==> config.mk <==
export PLATFORM = sky130hd
export DESIGN_NAME = pipe_skid_buffer
export DESIGN_NICKNAME = d
export VERILOG_FILES = /design/src/rtl/pipe_skid_buffer.sv
export SDC_FILE = /design/constraint.sdc
export NUM_CORES = 1
export LEC_CHECK = 0
export ABC_AREA = 1
export BUFFER_PORTS_ARGS = -buffer_cell sky130_fd_sc_hd__buf_2
export CAP_MARGIN = 20
export CORE_MARGIN = 2
export CORE_UTILIZATION = 50
export DETAILED_ROUTE_END_ITERATION = 16
export PLACE_DENSITY = 0.79
export REMOVE_ABC_BUFFERS = 1
export SETUP_SLACK_MARGIN = 0.05
export SLEW_MARGIN = 20
export SYNTH_ARGS = -nofsm -noshare
export SYNTH_HDL_FRONTEND = slang
export SYNTH_SLANG_ARGS = --single-unit
==> constraint.sdc <==
create_clock -name clk -period 1.9 [get_ports clk]
set_input_delay 0.285 -clock clk [delete_from_list [all_inputs] [get_ports clk]]
set_output_delay 0.285 -clock clk [all_outputs]
set_load 0.02 [all_outputs]
==> src/rtl/pipe_skid_buffer.sv <==
// Two-entry skid buffer between pipeline stages: registered in_ready, strict FIFO order.
// Optional synchronous flush port is enabled by defining PIPE_SKID_FLUSH_EN.
module pipe_skid_buffer #(
    parameter int n = 32
) (
    input  logic         clk,
    input  logic         rst,
`ifdef PIPE_SKID_FLUSH_EN
    input  logic         flush,
`endif
    input  logic [n-1:0] in_data,
    input  logic         in_valid,
    output logic         in_ready,
    output logic [n-1:0] out_data,
    output logic         out_valid,
    input  logic         out_ready,
    output logic [1:0]   occupancy
);

    typedef enum logic [1:0] {
        EMPTY   = 2'b00,
        ONE     = 2'b01,
        ILLEGAL = 2'b10,
        TWO     = 2'b11
    } state_t;

    logic [n-1:0] r_main_data;
    logic [n-1:0] r_skid_data;
    logic         r_main_valid;
    logic         r_skid_valid;
    logic         r_in_ready;
    logic [1:0]   r_occupancy;

    logic [n-1:0] w_main_data_next;
    logic [n-1:0] w_skid_data_next;
    logic         w_main_valid_next;
    logic         w_skid_valid_next;
    logic         w_in_ready_next;
    logic [1:0]   w_occupancy_next;

    logic         w_accept;
    logic         w_drain;
    logic         w_flush;
    state_t       w_state;

`ifdef PIPE_SKID_FLUSH_EN
    assign w_flush = flush;
`else
    assign w_flush = 1'b0;
`endif

    assign w_state  = state_t'({r_skid_valid, r_main_valid});
    assign w_accept = in_valid & r_in_ready;
    assign w_drain  = r_main_valid & out_ready;

    // State register: the reset edge also forces in_ready low for the following cycle.
    always_ff @(posedge clk) begin
        if (rst) begin
            r_main_data  <= '0;
            r_skid_data  <= '0;
            r_main_valid <= 1'b0;
            r_skid_valid <= 1'b0;
            r_in_ready   <= 1'b0;
            r_occupancy  <= 2'd0;
        end else begin
            r_main_data  <= w_main_data_next;
            r_skid_data  <= w_skid_data_next;
            r_main_valid <= w_main_valid_next;
            r_skid_valid <= w_skid_valid_next;
            r_in_ready   <= w_in_ready_next;
            r_occupancy  <= w_occupancy_next;
        end
    end

    // Next-state logic
    always_comb begin
        w_main_data_next  = r_main_data;
        w_skid_data_next  = r_skid_data;
        w_main_valid_next = r_main_valid;
        w_skid_valid_next = r_skid_valid;
        case (w_state)
            EMPTY: begin
                if (w_accept) begin
                    w_main_data_next  = in_data;
                    w_main_valid_next = 1'b1;
                end
            end
            ONE: begin
                if (w_accept && w_drain) begin
                    w_main_data_next = in_data;
                end else if (w_accept) begin
                    w_skid_data_next  = in_data;
                    w_skid_valid_next = 1'b1;
                end else if (w_drain) begin
                    w_main_valid_next = 1'b0;
                end
            end
            TWO: begin
                if (w_drain) begin
                    w_main_data_next  = r_skid_data;
                    w_skid_valid_next = 1'b0;
                end
            end
            default: begin
                w_main_valid_next = 1'b0;
                w_skid_valid_next = 1'b0;
            end
        endcase
        // Flush discards this cycle's accept and drain; stale data is harmless.
        if (w_flush) begin
            w_main_valid_next = 1'b0;
            w_skid_valid_next = 1'b0;
        end
        w_in_ready_next  = ~w_skid_valid_next;
        w_occupancy_next = {1'b0, w_main_valid_next} + {1'b0, w_skid_valid_next};
    end

    // Output logic: every output comes straight from a flop.
    always_comb begin
        out_data  = r_main_data;
        out_valid = r_main_valid;
        in_ready  = r_in_ready;
        occupancy = r_occupancy;
    end

endmodule

# Word-level counts from Yosys, hierarchy flattened

Cells that the tools add are included.

Add/sub/neg operators: 1
Eq/ne operators: 5
Muxes and demuxes: 13
Bitwise gates (word level): 4
Reduce and logical (&&, ||, !) cells: 5

Operators by type and width:

| cell               | count |
|---|---|
| $mux 32            | 3 |
| $pmux 32 s3        | 1 |
| $mux 1             | 7 |
| $ne 2x2->1 const B | 3 |
| $pmux 1 s3         | 2 |
| $reduce_and 4->1   | 1 |
| $reduce_and 3->1   | 1 |
| $reduce_bool 3->1  | 1 |
| $add 1x1->2        | 1 |
| $and 1x1->1        | 2 |
| $eq 2x1->1 const B | 1 |
| $eq 2x2->1 const B | 1 |
| $logic_not 2->1    | 1 |
| $not 1->1          | 2 |
| $logic_and 1x1->1  | 1 |

Register bits after elaboration: 69
Output and inout port bits: 36
Word-level logic and storage cells: 34

# Longest topological paths before layout

Gate-level depths: netlist (run 1).

Depth after elaboration: 6
Depth in mapped cells: 9
Mapped depth without buffers: 9

# Worst setup path after synthesis (run 1)

No wires, ideal clock.

Path type: register -> register
From: register r_main_valid (netlist: out_valid)
To: register r_main_data[0] (netlist: out_data[0])
Data arrival time: 1.600 ns
Slack: 0.185 ns
Stages on the path, launching flop included: 8
Clock period less this slack: 1.715 ns
Cells stage by stage: dfxtp_1 > ha_1 > nand3_2 > o22ai_4 > buf_6 > nand3_1 > nand2_1 > nor2_1

Word-level cells in the longest chain between the ends: 4
Elaborated cells between the ends (all ways): 11
Those cells by class: eq/ne: 5; mux: 1; bitwise: 1; reduce/logical: 4

Ends and longest elaborated chain:

| item                       | RTL line | source |
|---|---|---|
| from (decl)                | 29       | `logic r_main_valid;` |
| from (signal assigned)     | 68       | `r_main_valid <= w_main_valid_next;` |
| $and 1x1->1                | 54       | `assign w_drain = r_main_valid & out_ready;` |
| $logic_and 1x1->1          | 89       | `if (w_accept && w_drain) begin` |
| $ne 2x2->1 (no line)       | n/a      |  |
| $reduce_and 4->1 (no line) | n/a      |  |
| to (signal assigned)       | 66       | `r_main_data <= w_main_data_next;` |
| to (decl)                  | 27       | `logic [n-1:0] r_main_data;` |

Several ways; a longest one is shown, not always the timed one.
A chain may end at the register's enable or synchronous reset.

# Final worst setup path (run 1)

From: register r_main_valid (netlist: out_valid)
To: register r_main_data[3] (netlist: out_data[3])

Same word-level chain as after synthesis.

==> results of run 1 <==
## logic make-up (layout without fill, tap and decap cells)
kind of cell             count (synthesis)  in the layout  synth area share, %
adder cells (fa/ha/maj)                  4              4                 1.62
buffers and inverters                   39            106                 7.42
multiplexers                            32             32                 10.4
AND/OR/NAND/NOR                        184            184                 24.1
flip-flops                              69             69                 44.8
AO/OA/AOI/OAI                           69             69                 11.7
## synthesized netlist by cell type (all sizes together)
master / count
nor2: 101
dfxtp: 69
nand2: 46
nand3: 36
a21oi: 35
mux2i: 32
o21ai: 32
buf: 19
clkbuf: 10
inv: 10
ha: 4
a31oi: 1
nand4: 1
o22ai: 1
## what timing repair did
item	in CTS	in global routing
endpoints found under the hold margin	0	0
gates resized for setup	0	5
setup buffers	0	0
endpoints found under the setup margin	0	49
## path summary, 6_finish.rpt
path	slack (ns)	from	depth (start not counted)	to
min reg2reg	0.48	out_data[21]	2	out_data[21]
max	0.26	out_valid	7	out_data[3]
min	0.14	rst	2	in_ready
max reg2reg	0.26	out_valid	7	out_data[3]
## power groups by stage
stage / registers, mW / logic (mW) / clock network [mW]
floorplan: 1.75 / 0.325 / 0
global placement: 1.64 / 0.666 / 0
detailed placement: 1.65 / 0.680 / 0
CTS: 1.61 / 0.680 / 1.18
global route: 1.62 / 0.758 / 1.24
finish: 1.61 / 0.679 / 1.14
## state kept, by name (all words and copies together) (netlist names)
name          count
out_valid         1
occupancy         2
out_data         32
r_skid_data      32
in_ready          1
r_skid_valid      1
## per-layer routing
layer  GRT usage [%]  vias to the layer above
li1                -                     1433
met2            36.1                       66
met3            6.20                        7
met1            24.5                     1226
met5               0                        -
met4            9.02                        0
## cell type report
type | instances | area share [%]
Timing Repair Buffer | 80 | 13.3
Inverter | 10 | 1.09
Tap cell | 75 | 2.56
Clock buffer | 12 | 3.68
Multi-Input combinational cell | 289 | 40.3
Clock inverter | 4 | 1.33
Sequential cell | 69 | 37.7
## metrics by stage
stage | setup slack, ns | TNS (ns) | hold slack, ns | cell area [um^2] | power [mW]
detailed placement | 0.102 | 0 | 0.463 | 3480 | 2.32
global placement | 0.210 | 0 | 0.455 | 3480 | 2.31
CTS | 0.0823 | 0 | 0.115 | 3660 | 3.47
global route | 0.111 | 0 | 0.132 | 3670 | 3.63
floorplan | -0.812 | -31.23 | 0.354 | 2890 | 2.07
finish | 0.263 | 0 | 0.136 | 3670 | 3.43
## worst max-delay path: stages, from the launching register on
cell and delay (ns):
dfxtp_2 0.39, inv_1 0.10, ha_1 0.35, o22ai_4 0.23
buf_6 0.25, nand3_1 0.10, nand2_1 0.07, nor2_1 0.04
==> results.yml, run 1 <==
worst_setup_path:
  critPathKind: "flop to flop"
  worstPathRequired_ns: 2.13
  end_kind: "flop"
  cp.arrival_ns: 1.87
  worst_setup_path_start_kind: "flop"
  worstPathMaxFanout: 24
sta:
  drv_slew: 0
  clock_skew_ns: 0.00976
  fin_crit_sh_pct: 86.1
  rsz0062_at_grt: "no"
  max_slew_margin_pct: 77.7
  max_freq_mhz: 611
  period_minus_slack_ns: 1.64
  setup_violations: 0
  worst_pin_slew_ns: 0.334
  hold_viol: 0
synthesis:
  yosysUniqueCellTypes: 18
  ys_ff_latch: 69
  syn_area_um2: 3090
  synth_top_cell_area_share_pct: 44.8
  seq_area_frac_synth_pct: 44.8
  synth_top_cells_by_area: "dfxtp_1 45%, nor2_1 12%, mux2i_1 10%"
  syn_avg_cell_area_um2: 7.77
  ys_warn_count: 0
  yosysTopAreaCell: "dfxtp_1"
  synth_cells: 397
detailed_routing:
  vias_per_cell: 5.07
  wire_per_inst_um: 12.4
  routed-wl-met2_um: 3180
  drt_iter0_markers: 101
  drtPass1Iterations: 4
  drtAntennaViolNets: 0
  maxUsedRoutingLayer: "met4"
  wl_um: 6680
  vias: 2732
  drc: 0
  wl_met1_um: 3030
  met3_length_um: 370
grt:
  grt_pass1_vias: 2497
  antenna_found_initial: 0
  grt_max_degree: 48
  grt-ovfl-total: 0
  grt_use_total_pct: 21.1
  grt_first_pass_wirelength_um: 11100
clocking:
  clock_latency_ns: 0.34
  htreeDepth: 3
  clkSlewWorstSetupHoldPaths_ns: 0.08
  root_buffer: "clkbuf_8"
  cts_buffers: 9
  cts.sink_count: 69
  cts_tree: "built"
  cts_hold_buf: 0
  clockBufferDepth: 2
pwr:
  comb_power_share_pct: 19.8
  leakagePower_nw: 1.60
  seqPwrFrac_pct: 47.0
  vdd_drop_max_mv: 0.506
  p_int_mw: 2.42
  swShare_pct: 29.5
  p_clk_share_pct: 33.2
  p_per_area_nw_per_um2: 935
  switchingPower_mw: 1.01
finish:
  fill_cells: 542
  regArea_um2: 1380
  final_cell_mix: "101 x nor2_1, 71 x buf_2, 68 x dfxtp_1, 46 x nand2_1"
  insertedDiodeCount: 0
  final_common_cell: "nor2_1"
  area_growth_pct: 18.9
  layout-drive-gt1-share_pct: 22.0
  fin_cells: 539
  multi_input_area_um2: 1480
  nets: 499
  utilization_pct: 61.6
job:
  cap_violations: 0
placement:
  dp_hpwl_um: 4530
  numPortBuffers: 71
  dp.cells: 523
  place_congestion: 0.807
floorplan:
  dieArea_um2: 6820
  coreArea_um2: 5960
  die_h_um: 82.6
  initial_core_util_pct: 51.8
  rows: 28
  chipWidth_um: 82.6
  num_io_pins: 72
hold_path:
  hp-class: "input pin to flop"
run_status:
  status: "finished, final reports clean"
Note: power is estimated with default switching activity, not from simulation.
==> inputs of run 2 (changes only) <==
- CELL_PAD_IN_SITES_DETAIL_PLACEMENT: unset -> 0
- CELL_PAD_IN_SITES_GLOBAL_PLACEMENT: unset -> 1
- CORE_UTILIZATION: 50 -> 38
- PLACE_DENSITY: 0.79 -> 0.82
==> results.yml, run 2 (synthesis gave the netlist of run 1 again) <==
floorplan:
  chipWidth_um: 94.1
  coreArea_um2: 7810
  rows: 32
  dieArea_um2: 8860
  die_h_um: 94.1
  initial_core_util_pct: 39.5
  num_io_pins: 72
worst_setup_path:
  cp.arrival_ns: 1.91
  worstPathMaxFanout: 20
  worst_setup_path_start_kind: "flop"
  end_kind: "flop"
  worstPathRequired_ns: 2.14
  critPathKind: "flop to flop"
grt:
  grt-ovfl-total: 0
  grt_first_pass_wirelength_um: 11800
  grt_max_degree: 45
  antenna_found_initial: 0
  grt_pass1_vias: 2512
  grt_use_total_pct: 17.0
detailed_routing:
  drt_iter0_markers: 100
  drc: 0
  vias_per_cell: 4.79
  wl_um: 7110
  wire_per_inst_um: 12.5
  vias: 2723
  drtPass1Iterations: 4
  drtAntennaViolNets: 0
sta:
  drv_slew: 0
  clock_skew_ns: 0.00929
  fin_ws_ns: 0.231
  rsz0062_at_grt: "no"
  fin_crit_sh_pct: 87.8
  max_slew_margin_pct: 68.2
  worst_pin_slew_ns: 0.476
  hold_viol: 0
  period_minus_slack_ns: 1.67
  finalHoldWorstSlack_ns: 0.149
  max_freq_mhz: 599
  setup_violations: 0
clocking:
  clock_latency_ns: 0.34
  cts_tree: "built"
  cts_hold_buf: 0
  root_buffer: "clkbuf_8"
  cts.sink_count: 69
  htreeDepth: 3
  clockBufferDepth: 2
  clkSlewWorstSetupHoldPaths_ns: 0.07
  cts_buffers: 9
  cts_setup_buffers: 0
finish:
  nets: 502
  fill_cells: 775
  layout-drive-gt1-share_pct: 22.5
  regArea_um2: 1380
  multi_input_area_um2: 1480
  insertedDiodeCount: 0
  area_growth_pct: 20.4
  final_common_cell: "nor2_1"
  utilization_pct: 47.6
  fin_cells: 569
  final_cell_mix: "101 x nor2_1, 71 x buf_2, 68 x dfxtp_1, 46 x nand2_1"
pwr:
  p_total_mw: 3.48
  vdd_drop_max_mv: 0.362
  p_per_area_nw_per_um2: 935
  leakagePower_nw: 1.61
placement:
  place_congestion: 0.822
  numPortBuffers: 71
  dpl_worst_slack_ns: 0.222
  dp.cells: 553
  dp_hpwl_um: 4550
hold_path:
  hp-class: "input pin to flop"
job:
  cap_violations: 0
run_status:
  status: "finished, final reports clean"
## run 2: final timing paths
| check | from | end | slack (ns) | cells past startpoint |
|---|---|---|---|---|
| max | r_skid_valid | out_data[27] | 0.23 | 8 |
| min reg2reg | out_data[23] | out_data[23] | 0.48 | 2 |
| max reg2reg | r_skid_valid | out_data[27] | 0.23 | 8 |
| min | rst | in_ready | 0.15 | 2 |
## run 2: power by group
part	internal (mW)	switching [mW]	leakage, nW
logic	0.259	0.424	0.953
clock network	0.639	0.541	0.0964
registers	1.56	0.0560	0.565
## run 2: what timing repair did
action / 4_1_cts / 5_1_grt
resized for setup: 0 / 3
hold endpoints to repair: 0 / 0
endpoints found under the setup margin: 0 / 32
## run 2: stage by stage
| step | setup TNS (ns) | area [um^2] |
|---|---|---|
| after floorplan | -31.23 | 2890 |
| final | 0 | 3720 |
| after detailed placement | 0 | 3520 |
| after global placement | 0 | 3520 |
| after CTS | 0 | 3710 |
| after global routing | 0 | 3720 |
## run 2: per-layer routing
layer / vias up / part of all wire (%) / track usage (%)
li1: 1438 / - / -
met1: 1228 / 49 / 21.4
met2: 47 / 45 / 27.7
met3: 10 / 4.4 / 4.57
met4: 0 / 1.5 / 6.16
met5: - / 0 / 0
## run 2: final cells by class
cell class / count / share of cell area (%)
flip-flops and latches: 69 / 37.2
clock buffers: 12 / 3.91
clock inverters: 4 / 1.28
multi-input cells: 289 / 39.8
well taps: 102 / 3.43
inverters: 10 / 1.08
repair buffers: 83 / 13.3
## run 2: critical path: stages, from the launching register on
cell     delay (ns)
dfxtp_1        0.39
inv_1          0.10
ha_1           0.23
buf_4          0.17
o22ai_4        0.20
buf_4          0.27
nand3_1        0.11
nand2_1        0.07
nor2_1         0.04
==> inputs of run 3 (changes only) <==
- ABC_AREA: 1 -> unset
==> results.yml, run 3 <==
finish:
  area_growth_pct: 37.8
  utilization_pct: 53.3
  fin_cells: 502
  final_cell_mix: "71 x buf_2, 67 x dfxtp_1, 66 x nand2_1, 34 x a21oi_1, 32 x mux2i_1"
  layout-drive-gt1-share_pct: 34.7
  nets: 438
  final_area_um2: 3830
  insertedDiodeCount: 0
  final_common_cell: "buf_2"
synthesis:
  synth_top_cells_by_area: "dfxtp_1 50%, mux2i_1 12%, nand2_1 8.9%"
  syn_area_um2: 2780
  async_flop_share_pct: 0
  synth_most_common_cell: "dfxtp_1"
  synth_cells: 314
  synth-edff-count: 0
  yosysTopAreaCell: "dfxtp_1"
  ys_ff_latch: 69
  synth_top_cell_area_share_pct: 49.8
  synth_ff_type: "dfxtp_1"
  ys_warn_count: 0
  synth_commonest_cells: "69 x dfxtp_1, 66 x nand2_1, 35 x nor2_1"
  syn_avg_cell_area_um2: 8.84
  yosysUniqueCellTypes: 24
  seq_area_frac_synth_pct: 49.8
sta:
  fin_crit_sh_pct: 98.2
  setup_violations: 0
  drv_slew: 0
  rsz0062_at_grt: "yes"
  finalSetupTns_ns: 0
  worst_pin_slew_ns: 0.384
  hold_viol: 0
  max_freq_mhz: 536
  finalHoldWorstSlack_ns: 0.186
  clock_skew_ns: 0.00636
  period_minus_slack_ns: 1.87
  max_slew_margin_pct: 74.4
hold_path:
  hp-class: "input pin to flop"
  hold_start: "in_data[27]"
  holdPathStages: 3
  hold_end: "r_skid_data[27]"
worst_setup_path:
  r2r_setup_slack_ns: 0.03
  critPathKind: "flop to flop"
  r2r_cells: 9
  worstPathMaxFanout: 8
  end_kind: "flop"
  cp.arrival_ns: 2.08
  r2r-start: "out_valid"
  worstPathRequired_ns: 2.11
  regToRegEndpoint: "out_data[4]"
  worst_setup_path_start_kind: "flop"
detailed_routing:
  vias_per_cell: 4.94
  drtPass1Iterations: 4
  wl_um: 7160
  drtAntennaViolNets: 0
  vias: 2480
  drc: 0
  wire_per_inst_um: 14.3
  drt_iter0_markers: 98
clocking:
  cts_buffers: 9
  cts_tree: "built"
  root_buffer: "clkbuf_8"
  cts_hold_buf: 0
  clkSlewWorstSetupHoldPaths_ns: 0.07
  clock_latency_ns: 0.34
  clockBufferDepth: 2
  htreeDepth: 3
  cts.sink_count: 69
pwr:
  p_clk_share_pct: 31.6
  switchingPower_mw: 1.16
  seqPwrFrac_pct: 42.4
  comb_power_share_pct: 25.9
  leakagePower_nw: 1.47
  vdd_drop_max_mv: 0.442
  p_per_area_nw_per_um2: 1020
  p_int_mw: 2.76
  swShare_pct: 29.7
placement:
  numPortBuffers: 71
  dp.cells: 471
  place_congestion: 0.780
  dp_hpwl_um: 4010
  postPlaceCellArea_um2: 3260
floorplan:
  num_io_pins: 72
  coreArea_um2: 7180
  rows: 31
  chipWidth_um: 89.5
  initial_core_util_pct: 38.7
  dieArea_um2: 8010
  die_h_um: 89.5
grt:
  grt_first_pass_wirelength_um: 10700
  grt_pass1_vias: 2228
  grt-ovfl-total: 0
  grt_max_degree: 35
  antenna_found_initial: 0
  grt_use_total_pct: 17.9
run_status:
  status: "finished, final reports clean"
job:
  cap_violations: 0
==> run 3: worst max path at each step <==
stage	from	endpoint	slack, ns	cells past startpoint
after floorplan	out_valid	out_data[0]	-1.80	5
after global placement	out_valid	out_data[21]	0.11	7
after detailed placement	out_valid	out_data[22]	0.005	7
after CTS	out_valid	out_data[29]	0.02	8
after global routing	out_valid	out_data[4]	-0.01	9
final	out_valid	out_data[4]	0.03	9
==> run 3: area by class of cell <==
type / count / area [um^2]
Sequential cell: 69 / 1390
Clock buffer: 13 / 169
Timing Repair Buffer: 97 / 706
Tap cell: 99 / 124
Multi-Input combinational cell: 219 / 1390
Fill cell: 701 / 3350
Inverter: 2 / 7.51
Clock inverter: 3 / 42.5
==> run 3: cells by family (layout without fill, tap and decap cells) <==
logic type	Yosys count	count (layout)	synth area share, %
DFF	69	69	49.8
buffers and inverters	26	115	3.65
adders and majority gates	4	4	1.80
AOI/OAI and AO/OA	74	74	17.8
muxes	32	32	11.5
and+or+nand+nor	109	109	15.5
==> run 3: routing by layer <==
metal  routed length, um  GRT usage [%]  up-vias
met4                  78           5.83        0
met1                3230           22.2     1142
met2                3370           28.6       71
li1                    -              -     1258
met3                 476           6.74        9
met5                   0              0        -
==> run 3: power groups by stage <==
stage | registers, mW | logic, mW | clock network [mW]
finish | 1.66 | 1.02 | 1.24
CTS | 1.65 | 0.916 | 1.27
detailed placement | 1.69 | 0.722 | 0
global route | 1.68 | 1.10 | 1.34
floorplan | 1.83 | 0.299 | 0
global placement | 1.69 | 0.708 | 0
==> run 3: per-stage QoR <==
| stage | worst slack (ns) | total power [mW] |
|---|---|---|
| 6_report | 0.0334 | 3.92 |
| 5_1_grt | -0.0119 | 4.12 |
| 4_1_cts | 0.0216 | 3.84 |
| 3_5_place_dp | 0.00488 | 2.41 |
| 3_3_place_gp | 0.113 | 2.39 |
| 2_1_floorplan | -1.80 | 2.13 |
==> run 3: timing repair <==
item,CTS,global route
resized for setup,12,29
gates cloned,4,2
buffers inserted,8,1
pin swaps,10,26
setup endpoints to repair,32,32
hold endpoints to repair,0,0
==> run 3: worst max-delay path: stages (launching register included) <==
cell       delay [ns]
dfxtp_4          0.36
buf_6            0.12
ha_4             0.14
a21boi_4         0.14
a2111oi_4        0.34
buf_6            0.17
buf_8            0.13
buf_6            0.12
clkbuf_16        0.15
a211oi_1         0.06
